$ cat config.mk
export PLATFORM = sky130hd
export DESIGN_NAME = shift_fifo_ctrl
export DESIGN_NICKNAME = d
export VERILOG_FILES = /design/src/rtl/shift_fifo_pkg.sv /design/src/rtl/shift_fifo_occ_cnt.sv /design/src/rtl/shift_fifo_ctrl.sv
export SDC_FILE = /design/constraint.sdc
export NUM_CORES = 1
export LEC_CHECK = 0
export ABC_AREA = 1
export CAP_MARGIN = 20
export CORE_ASPECT_RATIO = 1.75
export CORE_MARGIN = 1
export CORE_UTILIZATION = 45
export CTS_BUF_LIST = sky130_fd_sc_hd__clkbuf_4
export CTS_CLUSTER_SIZE = 40
export DETAILED_ROUTE_END_ITERATION = 6
export DONT_BUFFER_PORTS = 1
export PLACE_DENSITY = 0.65
export SYNTH_ARGS = -nofsm -noshare
export SYNTH_HDL_FRONTEND = slang
export SYNTH_SLANG_ARGS = --single-unit
$ cat constraint.sdc
create_clock -name fifo_clk -period 2.91 [get_ports fifo_clk]
set_input_delay 0.582 -clock fifo_clk [delete_from_list [all_inputs] [get_ports fifo_clk]]
set_output_delay 0.582 -clock fifo_clk [all_outputs]
set_load 0.005 [all_outputs]
$ cat src/rtl/shift_fifo_pkg.sv
// Shared constants and types for the shift-register FIFO controller.
// Defaults match the 64x16 shift-register store.
package shift_fifo_pkg;
  localparam int BIT_WIDTH     = 16;
  localparam int NUM_WORDS     = 64;
  localparam int ADDR_WIDTH    = 6;
  localparam int AFULL_THRESH  = 56;
  localparam int AEMPTY_THRESH = 8;

  typedef logic [ADDR_WIDTH:0]  level_t;
  typedef logic [BIT_WIDTH-1:0] word_t;
endpackage

$ cat src/rtl/shift_fifo_occ_cnt.sv
// Up/down occupancy counter with status flags derived from the count.
// Ports: clk, inc/dec/clr controls; level, full, empty, almost_full, almost_empty.
import shift_fifo_pkg::*;

module shift_fifo_occ_cnt #(
  parameter int NUM_WORDS     = shift_fifo_pkg::NUM_WORDS,
  parameter int ADDR_WIDTH    = shift_fifo_pkg::ADDR_WIDTH,
  parameter int AFULL_THRESH  = shift_fifo_pkg::AFULL_THRESH,
  parameter int AEMPTY_THRESH = shift_fifo_pkg::AEMPTY_THRESH
) (
  input  logic                clk,
  input  logic                inc,
  input  logic                dec,
  input  logic                clr,
  output logic [ADDR_WIDTH:0] level,
  output logic                full,
  output logic                empty,
  output logic                almost_full,
  output logic                almost_empty
);

  localparam int LW = ADDR_WIDTH + 1;
  localparam logic [ADDR_WIDTH:0] C_FULL = LW'(NUM_WORDS);
  localparam logic [ADDR_WIDTH:0] C_AF   = LW'(AFULL_THRESH);
  localparam logic [ADDR_WIDTH:0] C_AE   = LW'(AEMPTY_THRESH);
  localparam logic [ADDR_WIDTH:0] C_ONE  = LW'(1);

  logic [ADDR_WIDTH:0] r_level;

  always_ff @(posedge clk) begin
    if (clr) begin
      r_level <= '0;
    end else if (inc && !dec) begin
      r_level <= r_level + C_ONE;
    end else if (dec && !inc) begin
      r_level <= r_level - C_ONE;
    end
  end

  assign level        = r_level;
  assign full         = (r_level == C_FULL);
  assign empty        = (r_level == '0);
  assign almost_full  = (r_level >= C_AF);
  assign almost_empty = (r_level <= C_AE);

endmodule

$ cat src/rtl/shift_fifo_ctrl.sv
// FIFO controller over a shift-register store (newest word at index 0).
// Ports: fifo_clk/fifo_reset/flush, push and pop handshakes, status, store side.
import shift_fifo_pkg::*;

module shift_fifo_ctrl #(
  parameter int BIT_WIDTH     = shift_fifo_pkg::BIT_WIDTH,
  parameter int NUM_WORDS     = shift_fifo_pkg::NUM_WORDS,
  parameter int ADDR_WIDTH    = shift_fifo_pkg::ADDR_WIDTH,
  parameter int AFULL_THRESH  = shift_fifo_pkg::AFULL_THRESH,
  parameter int AEMPTY_THRESH = shift_fifo_pkg::AEMPTY_THRESH
) (
  input  logic                  fifo_clk,
  input  logic                  fifo_reset,
  input  logic                  flush,
  input  logic                  push_valid,
  input  logic [BIT_WIDTH-1:0]  push_data,
  output logic                  push_ready,
  input  logic                  pop_valid,
  output logic                  pop_ready,
  output logic                  pop_data_valid,
  output logic [BIT_WIDTH-1:0]  pop_data,
  output logic [ADDR_WIDTH:0]   level,
  output logic                  full,
  output logic                  empty,
  output logic                  almost_full,
  output logic                  almost_empty,
  output logic                  sr_write_en,
  output logic [BIT_WIDTH-1:0]  sr_write_data,
  output logic [ADDR_WIDTH-1:0] sr_index,
  output logic                  sr_reset,
  input  logic [BIT_WIDTH-1:0]  sr_read_data
);

  localparam int LW = ADDR_WIDTH + 1;
  localparam logic [ADDR_WIDTH:0] C_ONE = LW'(1);

  logic                w_clr;
  logic                w_push_fire;
  logic                w_pop_fire;
  logic [ADDR_WIDTH:0] w_idx;
  logic                r_pop_dv;

  // Reset/flush override both handshakes so neither is counted.
  assign w_clr       = fifo_reset | flush;
  assign push_ready  = ~full;
  assign pop_ready   = ~empty;
  assign w_push_fire = push_valid & push_ready & ~w_clr;
  assign w_pop_fire  = pop_valid & pop_ready & ~w_clr;

  shift_fifo_occ_cnt #(
    .NUM_WORDS    (NUM_WORDS),
    .ADDR_WIDTH   (ADDR_WIDTH),
    .AFULL_THRESH (AFULL_THRESH),
    .AEMPTY_THRESH(AEMPTY_THRESH)
  ) u_occ (
    .clk         (fifo_clk),
    .inc         (w_push_fire),
    .dec         (w_pop_fire),
    .clr         (w_clr),
    .level       (level),
    .full        (full),
    .empty       (empty),
    .almost_full (almost_full),
    .almost_empty(almost_empty)
  );

  // Oldest word sits at level-1; a push on the same edge shifts it
  // one place further, so the read index moves with it.
  always_comb begin
    w_idx = '0;
    if (w_pop_fire) begin
      w_idx = level + LW'(w_push_fire) - C_ONE;
    end else if (!empty) begin
      w_idx = level - C_ONE;
    end
  end

  assign sr_index      = w_idx[ADDR_WIDTH-1:0];
  assign sr_write_en   = w_push_fire;
  assign sr_write_data = push_data;
  assign sr_reset      = w_clr;

  always_ff @(posedge fifo_clk) begin
    if (w_clr) begin
      r_pop_dv <= 1'b0;
    end else begin
      r_pop_dv <= w_pop_fire;
    end
  end

  assign pop_data_valid = r_pop_dv;
  assign pop_data       = sr_read_data;

  a_level_max: assert property (@(posedge fifo_clk) disable iff (fifo_reset)
    level <= LW'(NUM_WORDS));
  a_no_push_full: assert property (@(posedge fifo_clk) disable iff (fifo_reset)
    !(w_push_fire && full));
  a_no_pop_empty: assert property (@(posedge fifo_clk) disable iff (fifo_reset)
    !(w_pop_fire && empty));
  a_pdv_src: assert property (@(posedge fifo_clk) disable iff (fifo_reset)
    pop_data_valid |-> $past(w_pop_fire));
  a_pd_known: assert property (@(posedge fifo_clk) disable iff (fifo_reset)
    pop_data_valid |-> !$isunknown(pop_data));

  c_full:  cover property (@(posedge fifo_clk) full);
  c_empty: cover property (@(posedge fifo_clk) empty);
  c_both:  cover property (@(posedge fifo_clk) w_push_fire && w_pop_fire);
  c_flush: cover property (@(posedge fifo_clk) flush && !empty);

endmodule

# Word level (Yosys, flattened, before mapping)
# Index checks and enable logic that the tools add are counted.
word_totals:
  reg_bits: 8
op_classes:
  n_addsub: 4
  n_lt_le_gt_ge: 2
  eq_ne: 1
  muxes: 4
  bitwise: 8
  n_reduce_logical: 6
ops:
  columns: ["operator", "count"]
  rows:
  - ["$mux W7", 2]
  - ["$mux W6", 2]
  - ["$add A7 B1 Y7 const B", 1]
  - ["$eq A7 B7 Y1 const B", 1]
  - ["$ge A7 B6 Y1 const B", 1]
  - ["$le A7 B4 Y1 const B", 1]
  - ["$logic_not A7 Y1", 1]
  - ["$sub A7 B1 Y7 const B", 1]
  - ["$add A6 B1 Y6", 1]
  - ["$sub A6 B1 Y6 const B", 1]
  - ["$and A1 B1 Y1", 4]
  - ["$not A1 Y1", 3]
  - ["$logic_and A1 B1 Y1", 2]
  - ["$logic_not A1 Y1", 2]
  - ["$reduce_bool A2 Y1", 1]
  - ["$or A1 B1 Y1", 1]

# Depth between registers and ports, before layout
# Gate-level depths: netlist of run 1.
depth:
  word_depth: 8
  depth_mapped: 15
  depth_no_buf: 14

# Hierarchy
# From an unflattened synthesis of run 1, not the netlist that was laid out.
unflattened:
  hier_cells: 182
  area_unflattened_um2: 1149.9
by_module_without_submodules:
  columns: ["module", "n_inst", "cells_each", "area_per_inst_um2", "seq_area_each_um2"]
  rows:
  - ["shift_fifo_occ_cnt", 1, 89, 576.8, 140.1]
  - ["shift_fifo_ctrl", 1, 93, 573.0, 20.0]

# Worst setup path before layout of run 1
# Ideal clock, no wire load.
synth_timing:
  path_kind: "register to output"
  start: "reg u_occ.r_level[0] (netlist: u_occ.level[0])"
  end: "out sr_index[4]"
  arrival_ps: 1870
  required_time_ps: 2328
  slack_ps: 458
  stages_incl_launch_ff: 13
  n_path_buf: 0
  path_cell_list: "dfxtp_1 > inv_1 > ha_1 > nand3_1 > nor2_1 > inv_2 > nand3_2 > ha_1 > ha_1 > nand2_1 > xor2_1 > nand2_1 > nand2_1"
synth_between:
  elab_chain_cells: 7
synth_lines:
  columns: ["element", "line", "text"]
  rows:
  - ["start: declaration", "shift_fifo_occ_cnt.sv:28", "logic [ADDR_WIDTH:0] r_level;"]
  - ["start signal: assignment", "shift_fifo_occ_cnt.sv:34", "r_level <= r_level + C_ONE;"]
  - ["start signal: assignment", "shift_fifo_occ_cnt.sv:36", "r_level <= r_level - C_ONE;"]
  - ["$eq A7 B7 Y1", "shift_fifo_occ_cnt.sv:41", "assign full = (r_level == C_FULL);"]
  - ["net full", "shift_fifo_ctrl.sv:23", "output logic full,"]
  - ["$not A1 Y1", "shift_fifo_ctrl.sv:45", "assign push_ready = ~full;"]
  - ["net push_ready", "shift_fifo_ctrl.sv:17", "output logic push_ready,"]
  - ["$and A1 B1 Y1 (2 in series)", "shift_fifo_ctrl.sv:47", "assign w_push_fire = push_valid & push_ready & ~w_clr;"]
  - ["$add A6 B1 Y6", "shift_fifo_ctrl.sv:72", "w_idx = level + LW'(w_push_fire) - C_ONE;"]
  - ["$sub A6 B1 Y6", "shift_fifo_ctrl.sv:72", null]
  - ["$mux W6", "shift_fifo_ctrl.sv:71", "if (w_pop_fire) begin"]
  - ["end: declaration", "shift_fifo_ctrl.sv:29", "output logic [ADDR_WIDTH-1:0] sr_index,"]
# The timed path passes the listed nets, and every way through them passes these cells.

# Worst setup path after layout of run 1
layout_timing:
  start: "reg u_occ.r_level[1] (netlist: u_occ.level[1])"
  end: "out sr_index[4]"
# Same word-level chain as after synthesis.

==> flow_summary.yaml, run 1 <==
status:
  outcome: "complete, no violations"
critical_path:
  r2r_cells: 12
  cp-end-kind: "output port"
  cp_max_fo: 6
  path_class: "flip-flop to output port"
  rrSetupSlack_ps: 650
  startpoint_type: "flip-flop"
  required_ps: 2330
  worstPathArrival_ps: 2190
  r2r-end: "u_occ.level[3]"
  cp-startpoint: "u_occ.level[1]"
  r2r_start: "u_occ.level[1]"
  endpoint: "sr_index[4]"
yosys:
  synth_area_leaders: "buf_4 (23%), dfxtp_1 (15%), nand2_1 (10%)"
  yosys-top-cells-count: "buf_4 (32), nand2_1 (29), inv_1 (16)"
  synth_nets: 202
  synth_seq_cells: 8
  synth.top_cell.area_share: 0.228
  syn_avg_cell_area_sq_um: 6.58
  ys_seq_area_frac: 0.152
  syn-cell-area_sq_um: 1050
  synthArstFlopShare: 0
  synth_edf_count: 0
  synth_top_area_cell: "buf_4"
  synth.distinct_cells: 24
  syn_inst: 160
  ys.flop_type: "dfxtp_1"
  synth_most_common_cell: "buf_4"
  yosys_warnings: 0
detailed_routing:
  routed_wl_um: 2520
  drc_errors: 0
  routed-via-count: 894
  drtAntennaViolNets: 0
  vias_per_cell: 5.69
  drt_iter0_markers: 36
  drtPass1Iterations: 4
  avgRoutedWirePerCell_um: 16.0
sta:
  whs_ps: 492
  period_share: 0.954
  setup_violations: 0
  setup_tns_ps: 0
  finalHoldViolations: 0
  fin_worst_skew_ps: 9.09
  maxSlewViolCount: 0
  worst_pin_slew_ps: 384
  fmax_ghz: 0.360
  slew_headroom: 0.744
  layout_min_cycle_time_ps: 2780
die:
  ios: 91
  core_sq_um: 2150
  die_y_um: 66.0
  start_util: 0.490
  die_x_um: 38.6
  die_area_sq_um: 2540
  rows: 22
power:
  power_uw: 334
  power.leakage_nw: 0.432
  ir_drop_v: 0.000208
  cellPowerDensity_nw_per_um2: 373
finish:
  antenna-diode-count: 0
  drive_above_1_share: 0.195
  syn_to_final_growth_pct: -15.0
  nets: 177
  fill_cells: 232
clock_tree:
  cts_sinks: 8
  clockRootBuffer: "clkbuf_4"
  path_clk_slew_ps: 60
  post_cts_buffers: 0
  cts_buffers: 3
  cts_tree: "built"
  clock_latency_ps: 270
  htree_num_levels: 1
  clk_path_buf_depth: 2
  postCtsHoldBufs: 0
grt:
  gr-total-overflow: 0
  grt.total_usage: 0.217
  grt_pass1_vias: 835
  grt_max_degree: 11
  antenna_found_initial: 0
  grt_pass1_wl_um: 3880
job:
  max_cap_violations: 0
min_path:
  hp-class: "primary input to flip-flop"
place:
  dp_hpwl_um: 1960
  port_buffers: 0
  place.gp.congestion: 0.910
## metrics by stage
stage	worst slack, ps	area [sq um]	utilization	instances
finish	135	895	0.417	157
global route	-35.5	895	0.417	157
CTS	39.4	881	0.410	157
detailed placement	281	856	0.399	154
global placement	332	856	0.399	154
floorplan	458	1050	-	160
## registers in the layout, summed over array words and instances, names as in the netlist
name / cells
u_occ.level: 7
pop_data_valid: 1
## cells by family after synthesis
family / share of synthesized area
fa+ha+maj: 0.0595
buf+inv: 0.315
xor+xnor: 0.0499
simple gates: 0.315
flops: 0.152
compound gates: 0.108
## routing by layer
| metal | track usage | share of wire |
|---|---|---|
| met1 | 0.196 | 0.34 |
| met2 | 0.367 | 0.51 |
| met3 | 0.0808 | 0.11 |
| met4 | 0.159 | 0.047 |
| met5 | 0 | 0 |
## worst max-delay path, cell delays in order, from the launching register on
cell and delay (ps):
dfxtp_2 360, inv_1 140, ha_4 180, nand3_1 120
nor2_2 210, inv_2 80, nand3_2 80, ha_1 190
ha_1 210, nand2_1 80, xor2_1 130, nand2_1 60
nand2_1 80
## layout by cell type (no fill, tap or decap), types with 2 or more instances in the layout
cell type and instances:
nand2_1 29, inv_1 15, nand3_1 13, nor2_1 11, a21oi_1 8, dfxtp_1 7
inv_2 5, o21ai_0 5, nor2_4 4, xor2_1 4, o21ai_1 4, ha_1 4
buf_4 4, clkbuf_4 3, nor2_2 2, nand3_2 2, nand2_4 2, xnor2_1 2
o22ai_1 2, nand4_1 2
## how the worst min path moves through the flow
stage,to,slack (ps),cells after the start,from
3_3_place_gp,u_occ.level[0],560,2,u_occ.level[0]
3_5_place_dp,u_occ.level[6],560,3,u_occ.level[6]
6_report,u_occ.level[6],490,3,fifo_reset
2_1_floorplan,u_occ.level[0],500,1,u_occ.level[0]
4_1_cts,u_occ.level[6],490,3,fifo_reset
5_1_grt,u_occ.level[5],510,3,fifo_reset
## power by group
group          switching (mW)  internal (mW)  total, mW  leakage (nW)
clock network          0.0427         0.0475     0.0903        0.0138
registers             0.00441          0.114      0.118        0.0653
logic                  0.0814         0.0442      0.126         0.353
## final cells by class
cell class / count / area, sq um / share of cell area
clock buffers: 3 / 22.5 / 0.0252
inverters: 20 / 75.1 / 0.0839
multi-input cells: 98 / 576 / 0.643
flip-flops and latches: 8 / 161 / 0.180
well taps: 24 / 30.0 / 0.0336
repair buffers: 4 / 30.0 / 0.0336
## timing repair
item,CTS,global route
resized for setup,1,4
setup endpoints to repair,1,4
pin swaps,0,1
Power figures use the tool's default switching activity.
==> run 2, diff against run 1 <==
- PLACE_DENSITY: 0.65 -> 0.66
==> flow_summary.yaml, run 2 (synthesized netlist as in run 1, its figures left out) <==
sta:
  layout_min_cycle_time_ps: 2710
  rsz0062_at_grt: "false"
  finalHoldViolations: 0
  fmax_ghz: 0.370
  worst_pin_slew_ps: 397
  maxSlewViolCount: 0
  fin_worst_skew_ps: 3.91
  period_share: 0.930
  setup_violations: 0
  slew_headroom: 0.735
  setup_ws_ps: 204
  setup_tns_ps: 0
detailed_routing:
  avgRoutedWirePerCell_um: 15.5
  drtAntennaViolNets: 0
  drc_errors: 0
  vias_per_cell: 5.52
  routed-via-count: 866
  routed_wl_um: 2430
  drt_iter0_markers: 27
  drtPass1Iterations: 4
clock_tree:
  clockRootBuffer: "clkbuf_4"
  htree_num_levels: 1
  cts_sinks: 8
  path_clk_slew_ps: 60
  ctsResizeCount: 0
  clk_path_buf_depth: 2
  cts_tree: "built"
  post_cts_buffers: 0
  clock_latency_ps: 260
  postCtsHoldBufs: 0
  cts_buffers: 3
finish:
  drive_above_1_share: 0.203
  nets: 177
  final_area_sq_um: 897
  regMostFlops: "u_occ.level"
  final_core_util: 0.418
  antenna-diode-count: 0
  final_cell_mix: "nand2_1 (29), inv_1 (15), nand3_1 (13)"
  syn_to_final_growth_pct: -14.7
  largest_reg_flops: 7
  final_common_cell: "nand2_1"
place:
  dp_hpwl_um: 1950
  place.gp.congestion: 0.925
  port_buffers: 0
  dp_slack_ps: 305
  placed_area_sq_um: 856
die:
  die_x_um: 38.6
  start_util: 0.490
  rows: 22
  core_sq_um: 2150
  ios: 91
  die_y_um: 66.0
  die_area_sq_um: 2540
critical_path:
  cp-end-kind: "output port"
  startpoint_type: "flip-flop"
  cp_max_fo: 6
  worstPathArrival_ps: 2120
  rrSetupSlack_ps: 720
  path_class: "flip-flop to output port"
  required_ps: 2330
job:
  max_cap_violations: 0
power:
  power.leakage_nw: 0.431
  p_int_uw: 206
  seq_power_share: 0.355
  cellPowerDensity_nw_per_um2: 372
  ir_drop_v: 0.000177
  swShare: 0.384
  p_comb_frac: 0.377
  clock_power_share: 0.268
  power_uw: 334
  p_switching_uw: 128
grt:
  gr-total-overflow: 0
  antenna_found_initial: 0
  grt_pass1_wl_um: 3850
  grt.total_usage: 0.211
  grt_max_degree: 11
  grt_pass1_vias: 878
min_path:
  hp-class: "primary input to flip-flop"
status:
  outcome: "complete, no violations"
-- run 2: changes by cell type in the layout (fill, tap and decap cells not counted) --
cell | previous run | this run
ha_1 | 4 | 3
ha_2 | 0 | 1
-- run 2: cell type report --
cell class / count / area (sq um)
repair buffers: 4 / 30.0
fillers: 239 / 1250
flip-flops and latches: 8 / 161
inverters: 20 / 75.1
clock buffers: 3 / 22.5
multi-input cells: 98 / 578
well taps: 24 / 30.0
-- run 2: through the flow --
step	std cells	hold WS (ps)
final	157	493
after global routing	157	494
after CTS	157	490
after detailed placement	154	563
after global placement	154	557
after floorplan	160	497
-- run 2: critical path: stages, from the launching register on --
cell and delay [ps]:
dfxtp_2 360, inv_1 150, ha_4 190, nand3_1 110, nor2_2 180, inv_2 70, nand3_2 80, ha_1 200
ha_2 210, nand2_1 60, xor2_1 130, nand2_1 60, nand2_1 80
-- run 2: path summary, 6_finish.rpt --
path                                startpoint              to  cells past startpoint
worst min-delay path                fifo_reset  u_occ.level[6]                      3
worst max-delay path            u_occ.level[1]     sr_index[4]                     12
worst max register to register  u_occ.level[1]  u_occ.level[4]                     13
worst min register to register  u_occ.level[6]  u_occ.level[6]                      3
-- run 2: layer usage --
layer	vias up	part of all wire	track usage	routed length, um
met4	0	0.018	0.138	44
li1	424	-	-	-
met2	39	0.52	0.356	1270
met3	14	0.10	0.0640	253
met5	-	0	0	0
met1	389	0.36	0.209	866
-- run 2: power groups by stage --
stage	sequential [mW]	combinational (mW)	clock (mW)
2_1_floorplan	0.121	0.133	0
3_3_place_gp	0.121	0.120	0
3_5_place_dp	0.121	0.123	0
4_1_cts	0.118	0.123	0.0938
5_1_grt	0.119	0.142	0.0989
6_report	0.118	0.126	0.0896
